$ cat config.mk
export PLATFORM = sky130hd
export DESIGN_NAME = pi_cart_mapper
export DESIGN_NICKNAME = d
export VERILOG_FILES = /design/src/rtl/pi_cart_mapper.sv
export SDC_FILE = /design/constraint.sdc
export NUM_CORES = 1
export LEC_CHECK = 0
export ABC_AREA = 1
export CAP_MARGIN = 20
export CORE_MARGIN = 2
export CORE_UTILIZATION = 35
export DETAILED_ROUTE_END_ITERATION = 10
export GPL_TIMING_DRIVEN = 0
export PLACE_DENSITY_LB_ADDON = 0.05
export SYNTH_ARGS = -nofsm -noshare
export SYNTH_HDL_FRONTEND = slang
export SYNTH_SLANG_ARGS = --single-unit
$ cat constraint.sdc
create_clock -name clk -period 3 [get_ports clk]
set_input_delay 0.6 -clock clk [delete_from_list [all_inputs] [get_ports clk]]
set_output_delay 0.6 -clock clk [all_outputs]
set_load 0.01 [all_outputs]
$ cat src/rtl/pi_cart_mapper.sv
// PI bus cartridge mapper: address latch, burst counter, window decode,
// flash strobes, status register with debounced button, boot unlock.
module pi_cart_mapper #(
    parameter int          ADDR_W       = 19,
    parameter int          BURST_W      = 13,
    parameter int          NUM_WIN      = 4,
    parameter logic [NUM_WIN*12-1:0] WIN_TAG =
        {12'h1ED, 12'h100, 12'h1EF, 12'h1EC},
    parameter logic [NUM_WIN*3-1:0]  WIN_MODE =
        {3'b001, 3'b111, 3'b010, 3'b000},
    parameter int          CE_PULSE_MAX = 8,
    parameter int          DEBOUNCE     = 20,
    parameter logic [31:0] STATUS_ADDR  = 32'h1E40_0000,
    parameter logic [31:0] UNLOCK_ADDR  = 32'h1040_0400,
    parameter logic [15:0] UNLOCK_DATA  = 16'h001E
) (
    input  logic              clk,
    input  logic              cold_reset,
    input  logic [15:0]       ad_in,
    output logic [15:0]       ad_out,
    output logic              ad_oe,
    input  logic              aleh,
    input  logic              alel,
    input  logic              read,
    input  logic              write,
    input  logic              button,
    input  logic [6:0]        status_in,
    output logic [ADDR_W-1:0] flash_addr,
    output logic              flash_ce_n,
    output logic              flash_oe_n,
    output logic              read_top,
    output logic              boot
);

    localparam int CE_W = $clog2(CE_PULSE_MAX + 1);
    localparam int DB_W = $clog2(DEBOUNCE + 1);

    typedef enum logic [1:0] {
        S_IDLE,
        S_RD,
        S_WR
    } state_e;

    state_e              state_q, state_d;
    logic                rd_m_q, rd_s_q;
    logic                wr_m_q, wr_s_q;
    logic [31:0]         addr_q, addr_d;
    logic [BURST_W-1:0]  burst_q, burst_d;
    logic [CE_W-1:0]     ce_cnt_q, ce_cnt_d;
    logic [DB_W-1:0]     db_q, db_d;
    logic                press_q, press_d;
    logic                boot_q, boot_d;
    logic [15:0]         wdata_q, wdata_d;
    logic [ADDR_W-1:0]   faddr_q, faddr_d;

    logic                rd_fall, rd_rise, wr_fall, wr_rise;
    logic                ale_any, ale_lo;
    logic                rd_entry, rd_exit, wr_entry, wr_exit;
    logic                acc, stat_sel, win_hit, map_sel;
    logic [1:0]          win_mode;
    logic                ce_ok, ce_fix_low, db_hit;
    logic [ADDR_W-1:0]   base;

    assign rd_fall = rd_s_q & ~rd_m_q;
    assign rd_rise = ~rd_s_q & rd_m_q;
    assign wr_fall = wr_s_q & ~wr_m_q;
    assign wr_rise = ~wr_s_q & wr_m_q;
    assign ale_any = aleh | alel;
    assign ale_lo  = alel & ~aleh;

    assign acc      = (state_q == S_RD) || (state_q == S_WR);
    assign stat_sel = (addr_q == STATUS_ADDR);
    assign map_sel  = win_hit & ~stat_sel;
    assign base     = addr_q[ADDR_W:1];
    assign ce_ok    = ce_cnt_q < CE_W'(CE_PULSE_MAX);
    assign db_hit   = ~button && (db_q >= DB_W'(DEBOUNCE - 1));

    assign rd_entry = (state_q != S_RD) && (state_d == S_RD);
    assign rd_exit  = (state_q == S_RD) && (state_d != S_RD);
    assign wr_entry = (state_q != S_WR) && (state_d == S_WR);
    assign wr_exit  = (state_q == S_WR) && (state_d != S_WR);

    assign flash_addr = faddr_q;
    assign boot       = boot_q;
    assign read_top   = stat_sel | win_hit;

    // Window decode: lowest-index enabled window with a matching tag wins.
    always_comb begin
        win_hit  = 1'b0;
        win_mode = 2'd0;
        for (int i = NUM_WIN - 1; i >= 0; i--) begin
            if (WIN_TAG[12*i +: 12] == addr_q[31:20] &&
                (!WIN_MODE[3*i+2] || boot_q)) begin
                win_hit  = 1'b1;
                win_mode = WIN_MODE[3*i +: 2];
            end
        end
    end

    // Access FSM next state; any ALE activity aborts the access.
    always_comb begin
        state_d = state_q;
        unique case (state_q)
            S_IDLE: begin
                if (rd_fall)      state_d = S_RD;
                else if (wr_fall) state_d = S_WR;
            end
            S_RD:    if (rd_rise) state_d = S_IDLE;
            S_WR:    if (wr_rise) state_d = S_IDLE;
            default: state_d = S_IDLE;
        endcase
        if (ale_any) state_d = S_IDLE;
    end

    // Bus and flash strobes from the selected target and access state.
    always_comb begin
        flash_ce_n = 1'b1;
        flash_oe_n = 1'b1;
        ad_out     = 16'h0000;
        ad_oe      = 1'b0;
        ce_fix_low = 1'b0;
        if (stat_sel) begin
            if (state_q == S_RD) begin
                ad_oe  = 1'b1;
                ad_out = {5'h1F, ~press_q, 3'h7, status_in};
            end
        end else if (map_sel) begin
            unique case (win_mode)
                2'd0: begin
                    if (acc) begin
                        flash_ce_n = 1'b0;
                        flash_oe_n = rd_s_q;
                    end
                end
                2'd1, 2'd2: begin
                    if (acc && ce_ok) begin
                        flash_ce_n = 1'b0;
                        flash_oe_n = rd_s_q;
                        ce_fix_low = 1'b1;
                    end
                end
                2'd3: begin
                    if (state_q == S_RD) begin
                        ad_oe  = 1'b1;
                        ad_out = 16'h0000;
                    end
                end
            endcase
        end
    end

    // Datapath next-state: address latch, counters, press, boot, write data.
    always_comb begin
        addr_d   = addr_q;
        burst_d  = burst_q;
        ce_cnt_d = ce_cnt_q;
        db_d     = db_q;
        press_d  = press_q;
        boot_d   = boot_q;
        wdata_d  = wdata_q;
        faddr_d  = faddr_q;

        if (aleh && alel) addr_d[31:16] = ad_in;
        else if (ale_lo)  addr_d[15:0]  = ad_in;

        if (ale_lo)       burst_d = '0;
        else if (rd_exit) burst_d = burst_q + BURST_W'(1);

        if (ale_lo)          ce_cnt_d = '0;
        else if (ce_fix_low) ce_cnt_d = ce_cnt_q + CE_W'(1);

        if (rd_entry) begin
            if (map_sel && win_mode == 2'd1)      faddr_d = base;
            else if (map_sel && win_mode == 2'd2) faddr_d = base + ADDR_W'(1);
            else faddr_d = base + ADDR_W'(burst_q);
        end

        if (wr_entry) wdata_d = ad_in;

        if (button)                       db_d = '0;
        else if (db_q < DB_W'(DEBOUNCE))  db_d = db_q + DB_W'(1);

        if (rd_exit && stat_sel) press_d = 1'b0;
        if (db_hit)              press_d = 1'b1;

        if (wr_exit && addr_q == UNLOCK_ADDR && wdata_q == UNLOCK_DATA)
            boot_d = 1'b0;
    end

    // State registers; strobe synchronisers idle high.
    always_ff @(posedge clk or posedge cold_reset) begin
        if (cold_reset) begin
            state_q  <= S_IDLE;
            rd_m_q   <= 1'b1;
            rd_s_q   <= 1'b1;
            wr_m_q   <= 1'b1;
            wr_s_q   <= 1'b1;
            addr_q   <= '0;
            burst_q  <= '0;
            ce_cnt_q <= '0;
            db_q     <= '0;
            press_q  <= 1'b0;
            boot_q   <= 1'b1;
            wdata_q  <= '0;
            faddr_q  <= '0;
        end else begin
            state_q  <= state_d;
            rd_m_q   <= read;
            rd_s_q   <= rd_m_q;
            wr_m_q   <= write;
            wr_s_q   <= wr_m_q;
            addr_q   <= addr_d;
            burst_q  <= burst_d;
            ce_cnt_q <= ce_cnt_d;
            db_q     <= db_d;
            press_q  <= press_d;
            boot_q   <= boot_d;
            wdata_q  <= wdata_d;
            faddr_q  <= faddr_d;
        end
    end

endmodule
==> results.md, run 1 <==
- GR peak layer: met2
- Synthesized area: 0.00585 mm2
- CTS tree: built
- Warnings, synthesis: 0
- Area share of the largest cell type after synthesis: 39.3%
- RSZ-0062 raised after global routing: true
- Syn nets: 833
- Gr usage total: 19.7%
- Max rail drop VDD: 365 uV
- Synth-to-layout area growth: 34.2%
- Skew-Pair Late Insertion Delay: 0.35 ns
- Worst reg-to-reg path cell count: 20
- Hold path depth: 0
- DR vias/cell: 4.83
- Final Power: 3870 uW
- Proportion of layout cells with a drive suffix above 1: 22.1%
- Total routed wirelength: 17,000 um
- Synth cell types: 43
- Clock Tree Root: clkbuf_16
- Clock transition at path regs: 0.07 ns
- Fin area: 0.00786 mm2
- Post-synthesis register bit count: 97
- Die W: 133 um
- Leakage: 0.00377 uW
- Worst endpoint data arrival time: 2.36 ns
- # diodes: 0
- Final Net Count: 944
- DP HPWL: 12,700 um
- DR vias: 5,375
- Die area: 0.0178 mm2
- H-tree Lvls: 3
- PortBufs: 69
- Worst setup margin: 0.0415 ns
- Max Cap Violations: 0
- TritonCTS buffer count: 9
- Fillers: 1,632
- Ys async rst share: 100%
- Top FF cell, synth: dfrtp_1
- CORE AREA: 0.0165 mm2
- FP Rows: 47
- CP Data Required Time: 2.40 ns
- Top-count cell post-synth: nand2_1
- Area occupied by multi-input gates: 0.00330 mm2
- CTS Sinks: 97
- Register area share after synthesis: 41.6%
- Ranking of synthesized cells by area: dfrtp_1, nand2_1, inv_1, ha_1, nor2_1
- Drt first pass iters: 5
- WL/cell: 15.2 um
- Status: finished, final reports clean
- Fin util: 47.7%
- Initial drt markers: 243
- CP Capture Type: output port
- Sequential Area: 0.00243 mm2
- Largest stage delay, worst path: 0.41 ns
- Final worst clock skew: 0.00737 ns
- CP startpoint kind: register
- Worst-path maximum fanout: 3
- Max Slew Vio Count: 0
- Crit path cell chain: or2_4 > nor3_4 > nand2_1 > nand2_2 > inv_2 > ha_4 > inv_4 > nor2_2 > nor2_1 > a211oi_2 > nand3_1 > buf_2
- Min Tclk post-route: 2.96 ns
- Met3 usage: 2.82%
- Max transition margin: 42.4%
- GR Util met1: 26.4%
- Post-synth top area cell: dfrtp_1
- Final Hold Fails: 0
- Area post-placement: 0.00688 mm2
- Die Y: 133 um
- First-pass GRT wire length: 27,200 um
- Antenna viol nets, final: 0
- Final period utilization: 98.6%
- Post-Synthesis Cells: 777
- Routability cong.: 0.873
- Gr ovfl total: 0
- Initial Util: 35.5%
- Post-synthesis area per instance: 7.53 um2
- Vias in the first global route: 5,289
- Post-synth EDFFs: 0
- Clk buf depth: 2
- Max Freq: 0.338 GHz
- Crit-path slowest cell: dfrtp_1
- Remaining DRCs: 0
- Setup TNS: 0 ns
- Met2 Use GR: 32.5%
- CP Class: register to output port
- Hold Crit Class: register to register
- Largest net degree at the start of global routing: 31
- Setup violators final: 0
- Worst-Margin Slew: 0.861 ns
- Setup WS pre-CTS: -0.515 ns
- Pwr/cell area: 492 mW/mm2
- Top cells by count, synth: nand2_1, inv_1, dfrtp_1
- IO Count: 70
- Initial antenna violation count: 0
-- critical path: cells and delay by family, from the launching register on --
family                     cells  cell delay (ns)
DFF                            1             0.41
buffers and inverters          3             0.26
and+or+nand+nor                7             0.91
AOI/OAI and AO/OA              1             0.16
adders and majority gates      1             0.28
-- logic make-up (layout without fill, tap and decap cells) --
group	after synthesis	count (layout)	share of synthesized area (%)
mux	3	3	0.577
flops	97	97	41.6
xor+xnor	17	17	2.54
simple gates	395	396	29.8
fa+ha+maj	26	26	5.69
compound gates	106	106	10.2
buf+inv	133	248	9.66
-- flip-flops by register name, indices dropped and copies added (netlist names), 2 cells and up --
name and cells:
addr_q 32, burst_q 13, ce_cnt_q 4, db_q 5, flash_addr 19, state_q 2
wdata_q 16
-- per-stage QoR --
step | hold WS [ns] | cells
after floorplan | 0.354 | 777
after global placement | 0.357 | 1066
after detailed placement | 0.360 | 1069
after CTS | 0.372 | 1099
after global routing | 0.376 | 1113
final | 0.369 | 1113
-- repair_timing --
action | in CTS | in global routing
pin swaps | 12 | 37
cloned | 2 | 1
setup endpoints to repair | 32 | 19
setup buffers | 12 | 13
hold endpoints to repair | 0 | 0
hold buffers | 0 | 0
resized for setup | 61 | 85
-- where the power goes --
| group | leakage, uW | internal, uW | total, uW | switching, uW |
|---|---|---|---|---|
| sequential | 0.00121 | 1540 | 1700 | 155 |
| combinational | 0.00240 | 452 | 932 | 480 |
| clock | 0.000155 | 665 | 1240 | 576 |
-- final timing paths --
kind | endpoint | slack (ns) | startpoint
worst max-delay path | flash_oe_n | 0.04 | addr_q[31]
worst min-delay path | rd_s_q | 0.37 | rd_m_q
worst max register to register | flash_addr[18] | 0.09 | addr_q[31]
worst min register to register | rd_s_q | 0.37 | rd_m_q
max in group asynchronous | wdata_q[0] | 1.43 | cold_reset
min in group asynchronous | burst_q[11] | 0.63 | cold_reset
-- cell usage in the layout, fill, tap and decap left out, types with 10 or more instances in the layout --
cell type	n
nor2_1	60
dlygate4sd2_1	16
clkbuf_16	10
dfrtp_1	92
nand2_1	183
clkdlybuf4s50_1	49
xor2_1	12
nand3_1	51
a21oi_1	21
a21oi_2	10
nor3_1	10
nor2_2	14
ha_4	12
o21ai_0	29
nand2_2	25
buf_4	33
o21ai_1	25
o21ai_2	10
ha_1	12
inv_1	98
nor2_4	10
-- routing by layer --
metal	share of wire, %	vias up
met5	0	-
met2	49	100
met1	47	2561
met3	2.9	18
li1	-	2696
met4	1.7	0
-- layout make-up --
cell class | instances | share of cell area, %
flip-flops and latches | 97 | 31.0
inverters | 109 | 5.41
clock inverters | 7 | 1.13
multi-input cells | 548 | 42.0
repair buffers | 98 | 11.8
well taps | 220 | 3.50
repair inverters | 1 | 0.111
plain buffers | 24 | 2.10
clock buffers | 9 | 2.87
No activity file was read; power rests on OpenSTA's default activity.
==> run 2, diff against run 1 <==
- clock period: 3 -> 3.7 ns (I/O delays scaled with it)
==> run 2 against run 1 <==
Net effect:
- total power shrank 24%
- final cell count down 2.7%
- sequential power is 20% lower
- largest cell class unchanged
- highest routed layer unchanged
==> results.md, run 2 (synthesized netlist as in run 1, its figures left out) <==
- Clk buf depth: 2 (unchanged)
- Antenna viol nets, final: 0 (unchanged)
- First-pass GRT wire length: 26,500 um (was 27,200 um)
- CP Capture Type: output port (unchanged)
- Final period utilization: 94.6%
- Fillers: 1,692 (was 1,632)
- Top reg by flops: addr_q (unchanged)
- Clock Tree Root: clkbuf_16 (unchanged)
- TritonCTS buffer count: 9 (unchanged)
- Worst-path maximum fanout: 4 (was 3)
- Gr ovfl total: 0 (unchanged)
- Fin cells: 1,083 (was 1,113)
- Pwr/cell area: 413 mW/mm2 (was 492 mW/mm2)
- Routability cong.: 0.883 (was 0.873)
- DP HPWL: 12,600 um (was 12,700 um)
- Total routed wirelength: 16,100 um (was 17,000 um)
- PortBufs: 69 (unchanged)
- Die area: 0.0178 mm2 (unchanged)
- Die Y: 133 um (unchanged)
- CP Data Required Time: 2.96 ns (was 2.40 ns)
- Switching part of the total: 31.0% (was 31.3%)
- CP Class: register to output port (unchanged)
- Leakage: 0.00348 uW (was 0.00377 uW)
- Synth-to-layout area growth: 21.8% (was 34.2%)
- Largest net degree at the start of global routing: 59 (was 31)
- Status: finished, final reports clean (unchanged)
- Sw power: 912 uW (was 1210 uW)
- IO Count: 70 (unchanged)
- CTS Sinks: 97 (unchanged)
- Initial drt markers: 344 (was 243)
- Clock power frac: 30.5% (was 32.1%)
- Skew-Pair Late Insertion Delay: 0.35 ns (about the same)
- Remaining DRCs: 0 (unchanged)
- Hold Crit Class: register to register (unchanged)
- Placed cell count: 1,067 (was 1,069)
- Max rail drop VDD: 241 uV (was 365 uV)
- Initial Util: 35.5% (unchanged)
- Gr usage total: 19.0% (was 19.7%)
- WL/cell: 14.9 um (was 15.2 um)
- Clock transition at path regs: 0.07 ns (about the same)
- Max reg flops: 32 (unchanged)
- Final Net Count: 914 (was 944)
- Max Cap Violations: 0 (unchanged)
- Combinational share of power: 23.1% (was 24.1%)
- # diodes: 0 (unchanged)
- CTS tree: built (unchanged)
- Worst endpoint data arrival time: 2.76 ns (was 2.36 ns)
- Final worst clock skew: 0.00621 ns (was 0.00737 ns)
- CP startpoint kind: register (unchanged)
- Hold WS: 0.367 ns (was 0.369 ns)
- Commonest non-fill, non-tap cell in the layout: nand2_1 (unchanged)
- Min Tclk post-route: 3.50 ns
- Reg power frac: 46.4% (was 43.8%)
- DR vias/cell: 4.83 (about the same)
- Final Hold Fails: 0 (unchanged)
- FP Rows: 47 (unchanged)
- CORE AREA: 0.0165 mm2 (unchanged)
- Die W: 133 um (unchanged)
- H-tree Lvls: 3 (unchanged)
- RSZ-0062 raised after global routing: false (was true)
- Post-CTS Setup Bufs: 0 (was 12)
- Worst-Margin Slew: 0.889 ns (was 0.861 ns)
- Setup violators final: 0 (unchanged)
- Max Freq: 0.286 GHz
- Internal: 2030 uW (was 2660 uW)
- Max Slew Vio Count: 0 (unchanged)
- Max transition margin: 40.5% (was 42.4%)
- Fin util: 43.3% (was 47.7%)
- Most frequent cells in the layout: nand2_1, inv_1, dfrtp_1, nor2_1, clkdlybuf4s50_1 (was nand2_1, inv_1, dfrtp_1, nor2_1, nand3_1)
- Initial antenna violation count: 0 (unchanged)
- Vias in the first global route: 5,132 (was 5,289)
- Proportion of layout cells with a drive suffix above 1: 8.92% (was 22.1%)
- Drt first pass iters: 4 (was 5)
- DR vias: 5,230 (was 5,375)
[run 2: changes by cell type in the layout (fill, tap and decap cells not counted), moves of 9 or more]
cell,previous run,this run
ha_4,12,0
a21oi_1,21,30
ha_1,12,25
a21oi_2,10,1
clkdlybuf4s50_1,49,69
nand2_1,183,207
nand2_2,25,5
dlygate4sd2_1,16,0
buf_4,33,10
nor2_1,60,81
nor2_2,14,1
[run 2: cell type report]
| type | count | area, um2 | area share [%] |
|---|---|---|---|
| buffer | 24 | 155 | 2.18 |
| tap | 220 | 275 | 3.86 |
| inverter | 109 | 413 | 5.79 |
| clock buffer | 11 | 233 | 3.27 |
| multi-input combinational | 547 | 2870 | 40.2 |
| clock inverter | 5 | 41.3 | 0.579 |
| timing repair buffer | 70 | 711 | 9.97 |
| sequential | 97 | 2430 | 34.1 |
[run 2: power groups by stage]
stage / sequential, uW / clock, uW / combinational (uW)
6_report: 1360 / 899 / 680
5_1_grt: 1390 / 977 / 761
4_1_cts: 1370 / 930 / 690
3_5_place_dp: 1390 / 0 / 687
3_3_place_gp: 1380 / 0 / 674
2_1_floorplan: 1390 / 0 / 365
[run 2: timing repair]
action	4_1_cts	5_1_grt
gates resized for setup	0	4
setup endpoints to repair	0	6
hold buffers	0	0
hold endpoints to repair	0	0
[run 2: critical path, cell delays in order, from the launching register on]
cell and delay [ns]:
dfrtp_1 0.40, or2_4 0.27, nor3_4 0.22, nand2_1 0.09, nand2_2 0.10, inv_1 0.07, ha_1 0.29, inv_1 0.07
nor2_1 0.08, nor2_1 0.05, a211oi_2 0.18, nand3_1 0.10, clkdlybuf4s50_1 0.50
[run 2: final timing paths]
kind,endpoint,slack [ns],cells past startpoint,startpoint
setup / recovery,flash_oe_n,0.20,12,addr_q[31]
hold / removal,rd_s_q,0.37,0,rd_m_q
setup reg to reg,flash_addr[18],0.39,21,addr_q[31]
hold reg to reg,rd_s_q,0.37,0,rd_m_q
max in group asynchronous,boot,2.09,3,cold_reset
min in group asynchronous,db_q[0],0.89,2,cold_reset
[run 2: through the flow]
step | setup WS, ns | cell area [um2] | TNS (ns) | power, uW
after floorplan | 0.435 | 5850 | 0 | 1760
after global placement | -1.19 | 6820 | -110.08 | 2050
after detailed placement | 0.187 | 6840 | 0 | 2070
after CTS | 0.0563 | 7120 | 0 | 2980
after global routing | 0.0111 | 7130 | 0 | 3130
final | 0.198 | 7130 | 0 | 2940
[run 2: routing by layer]
| layer | global-route usage, % | routed length, um | vias up |
|---|---|---|---|
| met2 | 31.2 | 7580 | 93 |
| li1 | - | - | 2632 |
| met5 | 0 | 0 | - |
| met3 | 3.84 | 651 | 14 |
| met4 | 4.37 | 214 | 0 |
| met1 | 25.8 | 7650 | 2491 |
==> run 3, diff against run 2 <==
- SKIP_LAST_GASP: not set -> 1
==> results of run 3 <==
Final layout, timing and power as in run 2 (identical DEF).
